==> src/rtl/fpf_decoder_12_pipe_if.sv <==
// Handshake/data bundle between the TSV receiver, the FPF decoder and the core-side consumer.
// Latency: none (wires only).
// Backpressure: carries in_valid/in_ready and out_valid/out_ready; the decoder is the slave side.
//
// Signals:
//   tsv_in/in_valid/in_ready      received TSV word and its handshake
//   data_out/fp_err/out_valid/out_ready  decoded value, forbidden-pattern flag and handshake
//   err_clr/err_count             error counter clear and value (counter optional in the decoder)
interface fpf_decoder_12_pipe_if #(
    parameter int NTSV = 12,
    parameter int DW   = 9,
    parameter int CW   = 16
);
    logic [NTSV-1:0] tsv_in;
    logic            in_valid;
    logic            in_ready;
    logic [DW-1:0]   data_out;
    logic            fp_err;
    logic            out_valid;
    logic            out_ready;
    logic            err_clr;
    logic [CW-1:0]   err_count;

    // Producer/consumer side (drives inputs of the decoder)
    modport master (
        output tsv_in, in_valid, out_ready, err_clr,
        input  in_ready, data_out, fp_err, out_valid, err_count
    );

    // Decoder side
    modport slave (
        input  tsv_in, in_valid, out_ready, err_clr,
        output in_ready, data_out, fp_err, out_valid, err_count
    );
endinterface

==> src/rtl/fpf_decoder_12_pipe.sv <==
// Decodes a 12-bit forbidden-pattern-free Fibonacci TSV word to a 9-bit value and flags 101/010 patterns.
// Latency: 2 registered stages; a word presented in cycle 0 is on data_out in cycle 2.
// Backpressure: whole pipe advances only when output is empty or taken; in_ready = !out_valid || out_ready.
//
// Ports: clock, rst_n (synchronous, active low), bus (fpf_decoder_12_pipe_if.slave).
// Optional: define FPF_ERR_CNT_EN to build the saturating forbidden-pattern error counter;
// without it err_count reads 0 and err_clr is ignored.
module fpf_decoder_12_pipe #(
    parameter int NTSV = 12,
    parameter int DW   = 9,
    parameter int CW   = 16
) (
    input  logic                 clock,
    input  logic                 rst_n,
    fpf_decoder_12_pipe_if.slave bus
);

    // Fibonacci weight of TSV bit i; the table only makes sense for a 12-bit word.
    function automatic logic [DW-1:0] fib_w(input int i);
        case (i)
            0:       fib_w = DW'(1);
            1:       fib_w = DW'(1);
            2:       fib_w = DW'(2);
            3:       fib_w = DW'(3);
            4:       fib_w = DW'(5);
            5:       fib_w = DW'(8);
            6:       fib_w = DW'(13);
            7:       fib_w = DW'(21);
            8:       fib_w = DW'(34);
            9:       fib_w = DW'(55);
            10:      fib_w = DW'(89);
            default: fib_w = DW'(144);
        endcase
    endfunction

    logic          adv;
    logic [DW-1:0] lo_nxt;
    logic [DW-1:0] hi_nxt;
    logic          fp_nxt;

    logic          s1_v;
    logic [DW-1:0] s1_lo;
    logic [DW-1:0] s1_hi;
    logic          s1_fp;

    assign adv          = !bus.out_valid || bus.out_ready;
    assign bus.in_ready = adv;

    // Split the weighted sum into two halves so stage 2 only needs one adder.
    always_comb begin
        lo_nxt = '0;
        hi_nxt = '0;
        fp_nxt = 1'b0;
        for (int i = 0; i < NTSV / 2; i++) begin
            if (bus.tsv_in[i]) lo_nxt = lo_nxt + fib_w(i);
        end
        for (int i = NTSV / 2; i < NTSV; i++) begin
            if (bus.tsv_in[i]) hi_nxt = hi_nxt + fib_w(i);
        end
        // Every 3-bit window including the top one (bits 11..9).
        for (int j = 0; j <= NTSV - 3; j++) begin
            if (bus.tsv_in[j +: 3] == 3'b101 || bus.tsv_in[j +: 3] == 3'b010) fp_nxt = 1'b1;
        end
    end

    // Stage 1: partial sums and pattern flag. A bubble (no accept) loads s1_v = 0.
    always_ff @(posedge clock) begin
        if (!rst_n) begin
            s1_v  <= 1'b0;
            s1_lo <= '0;
            s1_hi <= '0;
            s1_fp <= 1'b0;
        end else if (adv) begin
            s1_v  <= bus.in_valid;
            s1_lo <= lo_nxt;
            s1_hi <= hi_nxt;
            s1_fp <= fp_nxt;
        end
    end

    // Stage 2: final sum. Max 376 fits in DW bits, so no overflow handling.
    // data_out is delivered even when fp_err is set; the consumer decides what to drop.
    always_ff @(posedge clock) begin
        if (!rst_n) begin
            bus.out_valid <= 1'b0;
            bus.data_out  <= '0;
            bus.fp_err    <= 1'b0;
        end else if (adv) begin
            bus.out_valid <= s1_v;
            bus.data_out  <= s1_lo + s1_hi;
            bus.fp_err    <= s1_fp;
        end
    end

`ifdef FPF_ERR_CNT_EN
    logic [CW-1:0] err_cnt_q;

    // Counts delivered (transferred) bad words; clear beats a same-cycle increment.
    always_ff @(posedge clock) begin
        if (!rst_n) begin
            err_cnt_q <= '0;
        end else if (bus.err_clr) begin
            err_cnt_q <= '0;
        end else if (bus.out_valid && bus.out_ready && bus.fp_err && (err_cnt_q != {CW{1'b1}})) begin
            err_cnt_q <= err_cnt_q + 1'b1;
        end
    end

    assign bus.err_count = err_cnt_q;
`else
    assign bus.err_count = {CW{1'b0}};
`endif

endmodule
==> src/flat_wrapper.sv <==
// flat-port wrapper written by rule: the top's interface ports become plain ports
module fpf_decoder_12_pipe_flat 
#(
    parameter int NTSV = 12,
    parameter int DW   = 9,
    parameter int CW   = 16
)
  (clock, rst_n, bus_tsv_in, bus_in_valid, bus_out_ready, bus_err_clr, bus_in_ready, bus_data_out, bus_fp_err, bus_out_valid, bus_err_count);
  fpf_decoder_12_pipe_if #(.NTSV(NTSV), .DW(DW), .CW(CW)) bus_i ();
  input  logic clock;
  input  logic rst_n;
  input wire logic [$bits(bus_i.tsv_in)-1:0] bus_tsv_in;
  input wire logic [$bits(bus_i.in_valid)-1:0] bus_in_valid;
  input wire logic [$bits(bus_i.out_ready)-1:0] bus_out_ready;
  input wire logic [$bits(bus_i.err_clr)-1:0] bus_err_clr;
  output wire logic [$bits(bus_i.in_ready)-1:0] bus_in_ready;
  output wire logic [$bits(bus_i.data_out)-1:0] bus_data_out;
  output wire logic [$bits(bus_i.fp_err)-1:0] bus_fp_err;
  output wire logic [$bits(bus_i.out_valid)-1:0] bus_out_valid;
  output wire logic [$bits(bus_i.err_count)-1:0] bus_err_count;
  assign bus_i.tsv_in = bus_tsv_in;
  assign bus_i.in_valid = bus_in_valid;
  assign bus_i.out_ready = bus_out_ready;
  assign bus_i.err_clr = bus_err_clr;
  assign bus_in_ready = bus_i.in_ready;
  assign bus_data_out = bus_i.data_out;
  assign bus_fp_err = bus_i.fp_err;
  assign bus_out_valid = bus_i.out_valid;
  assign bus_err_count = bus_i.err_count;
  fpf_decoder_12_pipe #(.NTSV(NTSV), .DW(DW), .CW(CW)) u_core (.clock(clock), .rst_n(rst_n), .bus(bus_i));
endmodule
==> config.mk <==
export PLATFORM = sky130hd
export DESIGN_NAME = fpf_decoder_12_pipe_flat
export DESIGN_NICKNAME = d
export VERILOG_FILES = /design/src/rtl/fpf_decoder_12_pipe_if.sv /design/src/rtl/fpf_decoder_12_pipe.sv /design/src/flat_wrapper.sv
export SDC_FILE = /design/constraint.sdc
export NUM_CORES = 1
export LEC_CHECK = 0
export ABC_CLOCK_PERIOD_IN_PS = 2800
export BUFFER_PORTS_ARGS = -buffer_cell sky130_fd_sc_hd__buf_2
export CORE_MARGIN = 2
export CORE_UTILIZATION = 40
export DETAILED_ROUTE_END_ITERATION = 10
export GPL_TIMING_DRIVEN = 0
export PLACE_DENSITY = 0.72
export SYNTH_ARGS = -nofsm -noshare
export SYNTH_HDL_FRONTEND = slang
export SYNTH_SLANG_ARGS = --single-unit
==> constraint.sdc <==
create_clock -name clock -period 2.8 [get_ports clock]
set_input_delay 0.14 -clock clock [delete_from_list [all_inputs] [get_ports clock]]
set_output_delay 0.14 -clock clock [all_outputs]
set_load 0.03 [all_outputs]
# == After elaboration in Yosys (flattened, before gate mapping) ==
# Cells that the tools add are included.
# Widths: inputs -> output; s select.
# op_classes
muxes,32
reduce_logical,12
add_sub_neg,11
n_eq_ne,20
# ops
cell,n
$mux 9,20
$add 9x9->9,9
$eq 3x2->1 const B,10
$eq 3x3->1 const B,10
$logic_or 1x1->1,11
$mux 1,11
$add 1x9->9,1
$add 4x9->9,1
$mux 4,1
$logic_not 1->1,1
# totals
in_bits,17
regBits,31
wordCells,82

# == Longest topological paths before layout ==
# Gate-level depths: netlist (run 1).
# logic_depth
word_depth,12
depth_mapped,16
mapped_depth_nobuf,15

# == Worst setup path before layout (run 1) ==
# OpenSTA, ideal clock, no wires.
# synth_timing
path_kind,input port to flip-flop
from,input bus_tsv_in[6]
to,register u_core.s1_hi[6]
path_buffers,0
path_slack_ns,0.193
arrival_time_ns,2.453
stages,13
required_time_ns,2.647
setup_ns,0.153
path_cell_list,inv_1 > ha_1 > inv_2 > ha_1 > a21oi_1 > ha_1 > o2111ai_2 > a41oi_1 > nor2_2 > ha_1 > nand2_1 > xor2_1 > a211oi_2
# synth_via
elab_chain_cells,11
# synth_rtl
element,line_no,source
start: declaration,flat_wrapper.sv:12,input wire logic [$bits(bus_i.tsv_in)-1:0] bus_tsv_in;
$mux 4 *,fpf_decoder_12_pipe.sv:58,if (bus.tsv_in[i]) hi_nxt = hi_nxt + fib_w(i);
$add 4x9->9,fpf_decoder_12_pipe.sv:58,
$mux 9 *,fpf_decoder_12_pipe.sv:58,
$add 9x9->9,fpf_decoder_12_pipe.sv:58,
$mux 9 *,fpf_decoder_12_pipe.sv:58,
$add 9x9->9,fpf_decoder_12_pipe.sv:58,
$mux 9 *,fpf_decoder_12_pipe.sv:58,
$add 9x9->9,fpf_decoder_12_pipe.sv:58,
$mux 9 *,fpf_decoder_12_pipe.sv:58,
$add 9x9->9,fpf_decoder_12_pipe.sv:58,
$mux 9 *,fpf_decoder_12_pipe.sv:58,
end signal: assignment,fpf_decoder_12_pipe.sv:76,s1_hi <= hi_nxt;
end: declaration,fpf_decoder_12_pipe.sv:43,logic [DW-1:0] s1_hi;
# Every way passes the cells marked *; elsewhere a longest branch is shown, timed or not.
# A chain may end at the register's enable or synchronous reset.

# == Final worst setup path (run 1) ==
# layout_timing
from,input bus_tsv_in[7]
to,register u_core.s1_hi[6]
# layout_via
elab_chain_cells,9
# layout_rtl
element,line_no
$mux 9 *,fpf_decoder_12_pipe.sv:58
$add 9x9->9,fpf_decoder_12_pipe.sv:58
$mux 9 *,fpf_decoder_12_pipe.sv:58
$add 9x9->9,fpf_decoder_12_pipe.sv:58
$mux 9 *,fpf_decoder_12_pipe.sv:58
$add 9x9->9,fpf_decoder_12_pipe.sv:58
$mux 9 *,fpf_decoder_12_pipe.sv:58
$add 9x9->9,fpf_decoder_12_pipe.sv:58
$mux 9 *,fpf_decoder_12_pipe.sv:58
# Marked as above.

==> qor.yml, run 1 <==
rows: 28
seq_area_frac_synth_pct: 22.8
fin_setup_tns_ns: 0
fin_crit_ns: 2.54
yosys_warnings: 0
place_hpwl_um: 4080
crit_start: "bus_tsv_in[7]"
crit_slowest_cell: "ha_1"
final-setup-viol-count: 0
path_clk_slew_ns: 0.10
die_w_um: 82.4
wl_per_cell_um: 12.2
maxSlewHeadroom_pct: 61.8
ys_async_sr_fraction_pct: 0
crit_chain: "buf_2 > ha_1 > buf_4 > nor2b_4 > nor2_1 > ha_1 > a21oi_2 > ha_2 > o2111ai_2 > nand3_1 > nor3b_2 > nor2_2 > ha_1 > nand2_1 > xor2_1 > a211oi_2"
grt_pass1_vias: 1948
finalHoldViolCount: 0
place_congestion: 0.871
utilization_pct: 48.0
cts-root-buf: "clkbuf_8"
critPathKind: "primary input to register"
syn-instance-count: 309
cts_tree: "yes"
r2r-end: "u_core.bus.data_out[8]$_SDFFE_PN0P_"
cts_hold_buf: 0
status: "completed"
worstSetupEndpointType: "register"
start_util_pct: 41.6
avgSynthCellArea_um2: 7.96
grt_max_degree: 16
cp_data_required_time_ns: 3.01
ctsLongestPathBuffers: 2
syn-cell-area_um2: 2460
leakage_uw: 0.00129
hp-class: "primary input to register"
cts_max_level: 1
place_area_um2: 2740
routed_wl_um: 5250
first_pass_iters: 4
seqCellArea_um2: 561
worst_slew_pin_slew_ns: 0.573
r2r-start: "u_core.s1_hi[0]$_SDFFE_PN0P_"
drt-vias-per-instance: 5.13
place_ws_ns: -0.326
fmax_mhz: 394
synth-edff-count: 0
cap_viol_max_count: 0
clock_sinks: 28
drive_above_1_share_pct: 22.9
cp.arrival_ns: 2.75
antenna_left: 0
irDropWorstVdd_mv: 0.179
ys_seq_elements: 28
final_common_cell: "nand2_1"
final_area_um2: 2840
final_cell_mix: "nand2_1, buf_2, dfxtp_1"
wl_met3_um: 206
rrSetupSlack_ns: 0.51
multi_input_area_um2: 1730
top_layer: "met4"
met1_length_um: 2440
drtIter0Drc: 89
reg2reg_depth: 10
cts_setup_buffers: 0
antenna_found_initial: 0
fp.dieH_um: 82.4
ios: 45
ys.flop_type: "dfxtp_1"
vias: 2202
worstSetupEndpoint: "u_core.s1_hi[6]$_SDFFE_PN0P_"
critPathMaxStageDelay_ns: 0.32
wl_met2_um: 2550
grt.total_usage_pct: 16.4
worst_path_most_repeated_cell: "ha_1"
finalClockSkew_ns: 0.00183
drcViolationCount: 0
io_buffers: 26
fillers: 593
area_growth_syn_to_layout_pct: 15.4
maxSlewViolCount: 0
nNetsFinal: 395
ys_types: 62
dieArea_um2: 6800
cts_buffers: 3
startpoint_type: "primary input"
clock_latency_ns: 0.28
fin_crit_sh_pct: 90.6
grt_pass1_wl_um: 8800
rsz0062_at_grt: "false"
power_density_nw_per_um2: 443
grt.overflow.total: 0
core_area_um2: 5920
setup_slack_ns: 0.262
antenna-diode-count: 0
critical_path.max_fanout: 9
==> cell usage after synthesis (all sizes together) (4+ instances only) <==
master,instances,area share [%]
xor2,9,3.5
o21ai,17,3.8
inv,23,3.5
a211oi,7,2.5
a21oi,24,5.0
nor2b,8,2.0
nor3,5,1.0
nand2b,4,1.0
nand3,8,1.6
nor2,26,4.3
buf,21,6.2
o211ai,6,2.2
xnor2,9,3.5
nand2,35,5.3
clkbuf,7,1.1
dfxtp,28,23
ha,22,11
a21o,4,1.2
==> stage by stage <==
stage               total power [µW]  std cells  hold slack (ns)
CTS                             1250        429           0.0921
floorplan                        889        324            0.276
finish                          1260        429           0.0913
global placement                 986        425            0.392
detailed placement               998        425            0.394
global route                    1340        429            0.106
==> repair_timing <==
item                                    CTS  global route
endpoints found under the setup margin    2             4
resized for setup                         1             8
pin swaps                                 0             1
==> worst min-delay path by stage <==
stage               slack (ns)                        end  depth (start not counted)    startpoint
floorplan                 0.28  u_core.s1_fp$_SDFFE_PN0P_                          2         rst_n
global placement          0.39   u_core.s1_v$_SDFFE_PN0P_                          3  bus_in_valid
detailed placement        0.39   u_core.s1_v$_SDFFE_PN0P_                          3  bus_in_valid
CTS                       0.09   u_core.s1_v$_SDFFE_PN0P_                          3  bus_in_valid
global route              0.11   u_core.s1_v$_SDFFE_PN0P_                          3  bus_in_valid
finish                    0.09   u_core.s1_v$_SDFFE_PN0P_                          3  bus_in_valid
==> layer usage <==
| metal | global-route usage [%] | vias up |
|---|---|---|
| li1 | - | 1146 |
| met1 | 21.2 | 1012 |
| met2 | 29.0 | 39 |
| met3 | 1.96 | 5 |
| met4 | 3.83 | 0 |
| met5 | 0 | - |
==> worst max-delay path: cells and delay by family <==
kind                     cells  cell delay, ns
buffers and inverters        2            0.32
XOR/XNOR                     1            0.18
AO/OA/AOI/OAI                3            0.57
adder cells (fa/ha/maj)      4            0.90
AND/OR/NAND/NOR              6            0.65
==> logic make-up (layout without fill, tap and decap cells) <==
| logic type | Yosys count | in the layout | share of synthesized area [%] |
|---|---|---|---|
| compound gates | 82 | 82 | 24.8 |
| xor+xnor | 18 | 18 | 7.02 |
| fa+ha+maj | 23 | 23 | 12.0 |
| buf+inv | 52 | 82 | 10.9 |
| flops | 28 | 28 | 22.8 |
| mux | 3 | 3 | 1.42 |
| other cells | 1 | 16 | 0.152 |
| simple gates | 102 | 102 | 20.9 |
==> power breakdown <==
group	switching, µW	leakage, µW	total (µW)	internal, µW
Combinational	310	0.00103	522	212
Clock	130	0.0000288	257	126
Sequential	29.4	0.000232	479	449
==> final cells by class <==
| class | instances | share of cell area, % |
|---|---|---|
| Multi-Input combinational cell | 244 | 61.0 |
| Sequential cell | 28 | 19.7 |
| Buffer | 28 | 6.30 |
| Timing Repair Buffer | 26 | 4.58 |
| Tap cell | 75 | 3.30 |
| Inverter | 24 | 3.17 |
| Clock buffer | 4 | 1.94 |
==> sequential cells by signal, indices dropped and copies added (netlist names) <==
signal and cells:
u_core.bus.data_out 9, u_core.s1_fp 1, u_core.bus.out_valid 1, u_core.s1_v 1, u_core.s1_lo 6, u_core.bus.fp_err 1
u_core.s1_hi 9
(Power assumes the default switching activity.)
==> run 2: changes to the inputs <==
- ABC_AREA: unset -> 1
==> qor.yml, run 2 <==
status: "completed"  # unchanged
synth_top_family_by_area: "simple AND/OR/NAND/NOR gates"  # was compound AO/OA/AOI/OAI gates
utilization_pct: 46.8  # was 48.0%
final_cell_mix: "nand2_1, inv_1, o21ai_0"  # was nand2_1, buf_2, dfxtp_1
syn-cell-area_um2: 2420  # was 2460 µm²
cp_data_required_time_ns: 2.99  # was 3.01 ns
core_area_um2: 5890  # was 5920 µm²
grt_pass1_wl_um: 8490  # was 8800 µm
antenna_left: 0  # unchanged
synth.most_common_cell: "nand2_1"  # unchanged
yosysTopAreaCell: "dfxtp_1"  # unchanged
startpoint_type: "primary input"  # unchanged
fp.dieH_um: 81.8  # was 82.4 µm
yosys_warnings: 0  # unchanged
antenna-diode-count: 0  # unchanged
clock_sinks: 28  # unchanged
avgSynthCellArea_um2: 6.92  # was 7.96 µm²
irDropWorstVdd_mv: 0.237  # was 0.179 mV
drive_above_1_share_pct: 21.2  # was 22.9%
synthTopCellsByArea: "dfxtp_1, ha_1, nand2_1, inv_1, o21ai_0"  # was dfxtp_1, ha_1, nand2_1, buf_4, a21oi_1
cts_hold_buf: 0  # unchanged
antenna_found_initial: 0  # unchanged
leakage_uw: 0.00157  # was 0.00129 µW
drt-vias-per-instance: 4.80  # was 5.13
worst_slew_pin_slew_ns: 0.504  # was 0.573 ns
synth-edff-count: 0  # unchanged
seq_area_frac_synth_pct: 23.1  # was 22.8%
maxSlewHeadroom_pct: 66.4  # was 61.8%
place_area_um2: 2680  # was 2740 µm²
worstSetupEndpointType: "register"  # unchanged
synth_compound_area_share_pct: 16.9  # was 24.8%
syn-instance-count: 350  # was 309
ctsLongestPathBuffers: 2  # unchanged
rsz0062_at_grt: "false"  # unchanged
power_density_nw_per_um2: 464  # was 443 nW/µm²
cts_max_level: 1  # unchanged
finalHoldViolCount: 0  # unchanged
ys_types: 37  # was 62
critPathKind: "primary input to register"  # unchanged
wl_met3_um: 181  # was 206 µm
wl_per_cell_um: 10.6  # was 12.2 µm
ys_async_sr_fraction_pct: 0  # unchanged
muxShareOfSynthArea_pct: 0  # was 1.42%
fin_setup_tns_ns: 0  # unchanged
synth-xor-area-share_pct: 5.37  # was 7.02%
critical_path.max_fanout: 7  # was 9
cp.arrival_ns: 2.66  # was 2.75 ns
finalClockSkew_ns: 0.00219  # was 0.00183 ns
final-setup-viol-count: 0  # unchanged
area_growth_syn_to_layout_pct: 13.7  # was 15.4%
routed_wl_um: 4960  # was 5250 µm
grt_max_degree: 17  # was 16
place_hpwl_um: 4040  # was 4080 µm
synth-adder-area-share_pct: 12.2  # was 12.0%
drtIter0Drc: 65  # was 89
cts.repair.resized: 0  # was 1
top_layer: "met4"  # unchanged
cts_tree: "yes"  # unchanged
fin_crit_ns: 2.47  # was 2.54 ns
final_area_um2: 2750  # was 2840 µm²
cts_setup_buffers: 0  # unchanged
hp-class: "primary input to register"  # unchanged
met1_length_um: 2310  # was 2440 µm
ys.flop_type: "dfxtp_1"  # unchanged
grt_pass1_vias: 1986  # was 1,948
vias: 2239  # was 2,202
ys_seq_elements: 28  # unchanged
rows: 28  # unchanged
fmax_mhz: 404  # was 394 MHz
maxSlewViolCount: 0  # unchanged
fin_crit_sh_pct: 88.3  # was 90.6%
grt.total_usage_pct: 15.7  # was 16.4%
drcViolationCount: 0  # unchanged
dieArea_um2: 6690  # was 6800 µm²
first_pass_iters: 4  # unchanged
final_common_cell: "nand2_1"  # unchanged
synth_simple_gate_area_share_pct: 24.9  # was 20.9%
path_clk_slew_ns: 0.09  # was 0.10 ns
die_w_um: 81.8  # was 82.4 µm
start_util_pct: 41.2  # was 41.6%
synth_top_area_share_pct: 23.1  # was 22.8%
io_buffers: 22  # was 26
place_congestion: 0.804  # was 0.871
clock_latency_ns: 0.28  # about the same
cts-root-buf: "clkbuf_8"  # unchanged
largestRegisters: "u_core.bus.data_out: 9 flops, u_core.s1_hi: 9 flops, u_core.s1_lo: 6 flops"  # unchanged
cts_buffers: 3  # unchanged
wl_met2_um: 2460  # was 2550 µm
grt.overflow.total: 0  # unchanged
ios: 45  # unchanged
nNetsFinal: 432  # was 395
cap_viol_max_count: 0  # unchanged
synthTopCellsByCount: "nand2_1, inv_1, o21ai_0"  # was nand2_1, dfxtp_1, a21oi_1, nor2_1, ha_1
run 2: cell count changes in the layout (fill, tap and decap cells not counted), sizes merged, moves of 4 or more:
| cell | change |
|---|---|
| inv | +36 |
| o21ai | +13 |
| a211oi | -4 |
| o21bai | +7 |
| nor2b | -8 |
| nand2b | -4 |
| nor2 | -10 |
| nand3 | +11 |
| nand2 | +44 |
| xnor2 | -6 |
| a21o | -4 |
| buf | -4 |
run 2: final timing paths:
check | depth (start not counted) | from | slack [ns] | end
setup / recovery | 20 | bus_tsv_in[7] | 0.33 | u_core.s1_hi[8]$_SDFFE_PN0P_
hold / removal | 3 | bus_in_valid | 0.13 | u_core.s1_v$_SDFFE_PN0P_
setup reg to reg | 10 | u_core.s1_hi[0]$_SDFFE_PN0P_ | 0.46 | u_core.bus.data_out[8]$_SDFFE_PN0P_
hold reg to reg | 1 | u_core.s1_v$_SDFFE_PN0P_ | 0.49 | u_core.bus.out_valid$_SDFFE_PN0P_
run 2: through the flow:
step | setup WS, ns | hold slack, ns | instances | power [µW]
after global routing | 0.0176 | 0.183 | 466 | 1370
after global placement | 0.0754 | 0.391 | 462 | 954
final | 0.327 | 0.125 | 466 | 1280
after floorplan | 0.421 | 0.300 | 365 | 868
after CTS | 0.325 | 0.123 | 466 | 1290
after detailed placement | 0.0305 | 0.413 | 462 | 969
run 2: final cells by class:
cell class	count	area, µm²
fillers	609	3130
repair buffers	22	110
well taps	75	93.8
clock buffers	3	41.3
inverters	59	226
clock inverters	1	30.0
plain buffers	29	193
multi-input cells	249	1500
flip-flops and latches	28	561
run 2: cells by family (layout without fill, tap and decap cells):
kind of cell | after synthesis | in the layout
AND/OR/NAND/NOR | 124 | 124
buffers and inverters | 88 | 114
AO/OA/AOI/OAI | 72 | 72
flip-flops | 28 | 28
adder cells (fa/ha/maj) | 23 | 23
XOR/XNOR | 14 | 14
other | 1 | 16
run 2: per-layer routing:
metal | vias up | track usage [%]
li1 | 1165 | -
met2 | 35 | 27.6
met3 | 2 | 2.31
met4 | 0 | 3.17
met1 | 1037 | 20.2
met5 | - | 0
run 2: where the power goes:
part	internal, µW	switching, µW
clock network	192	125
logic	174	310
registers	448	28.3
total	814	463
run 2: critical path: stages:
cell and delay (ns):
buf_2 0.15, inv_1 0.10, ha_1 0.35, inv_1 0.07, ha_1 0.28, or2_0 0.24
nand2_2 0.10, ha_1 0.18, nand2_2 0.06, nand2_1 0.11, nor3_2 0.06, nor2_2 0.18
inv_2 0.06, ha_1 0.20, nand4_2 0.11, nand2_1 0.06, nand2_1 0.05, nand3_1 0.06
nand2_1 0.06, inv_1 0.03
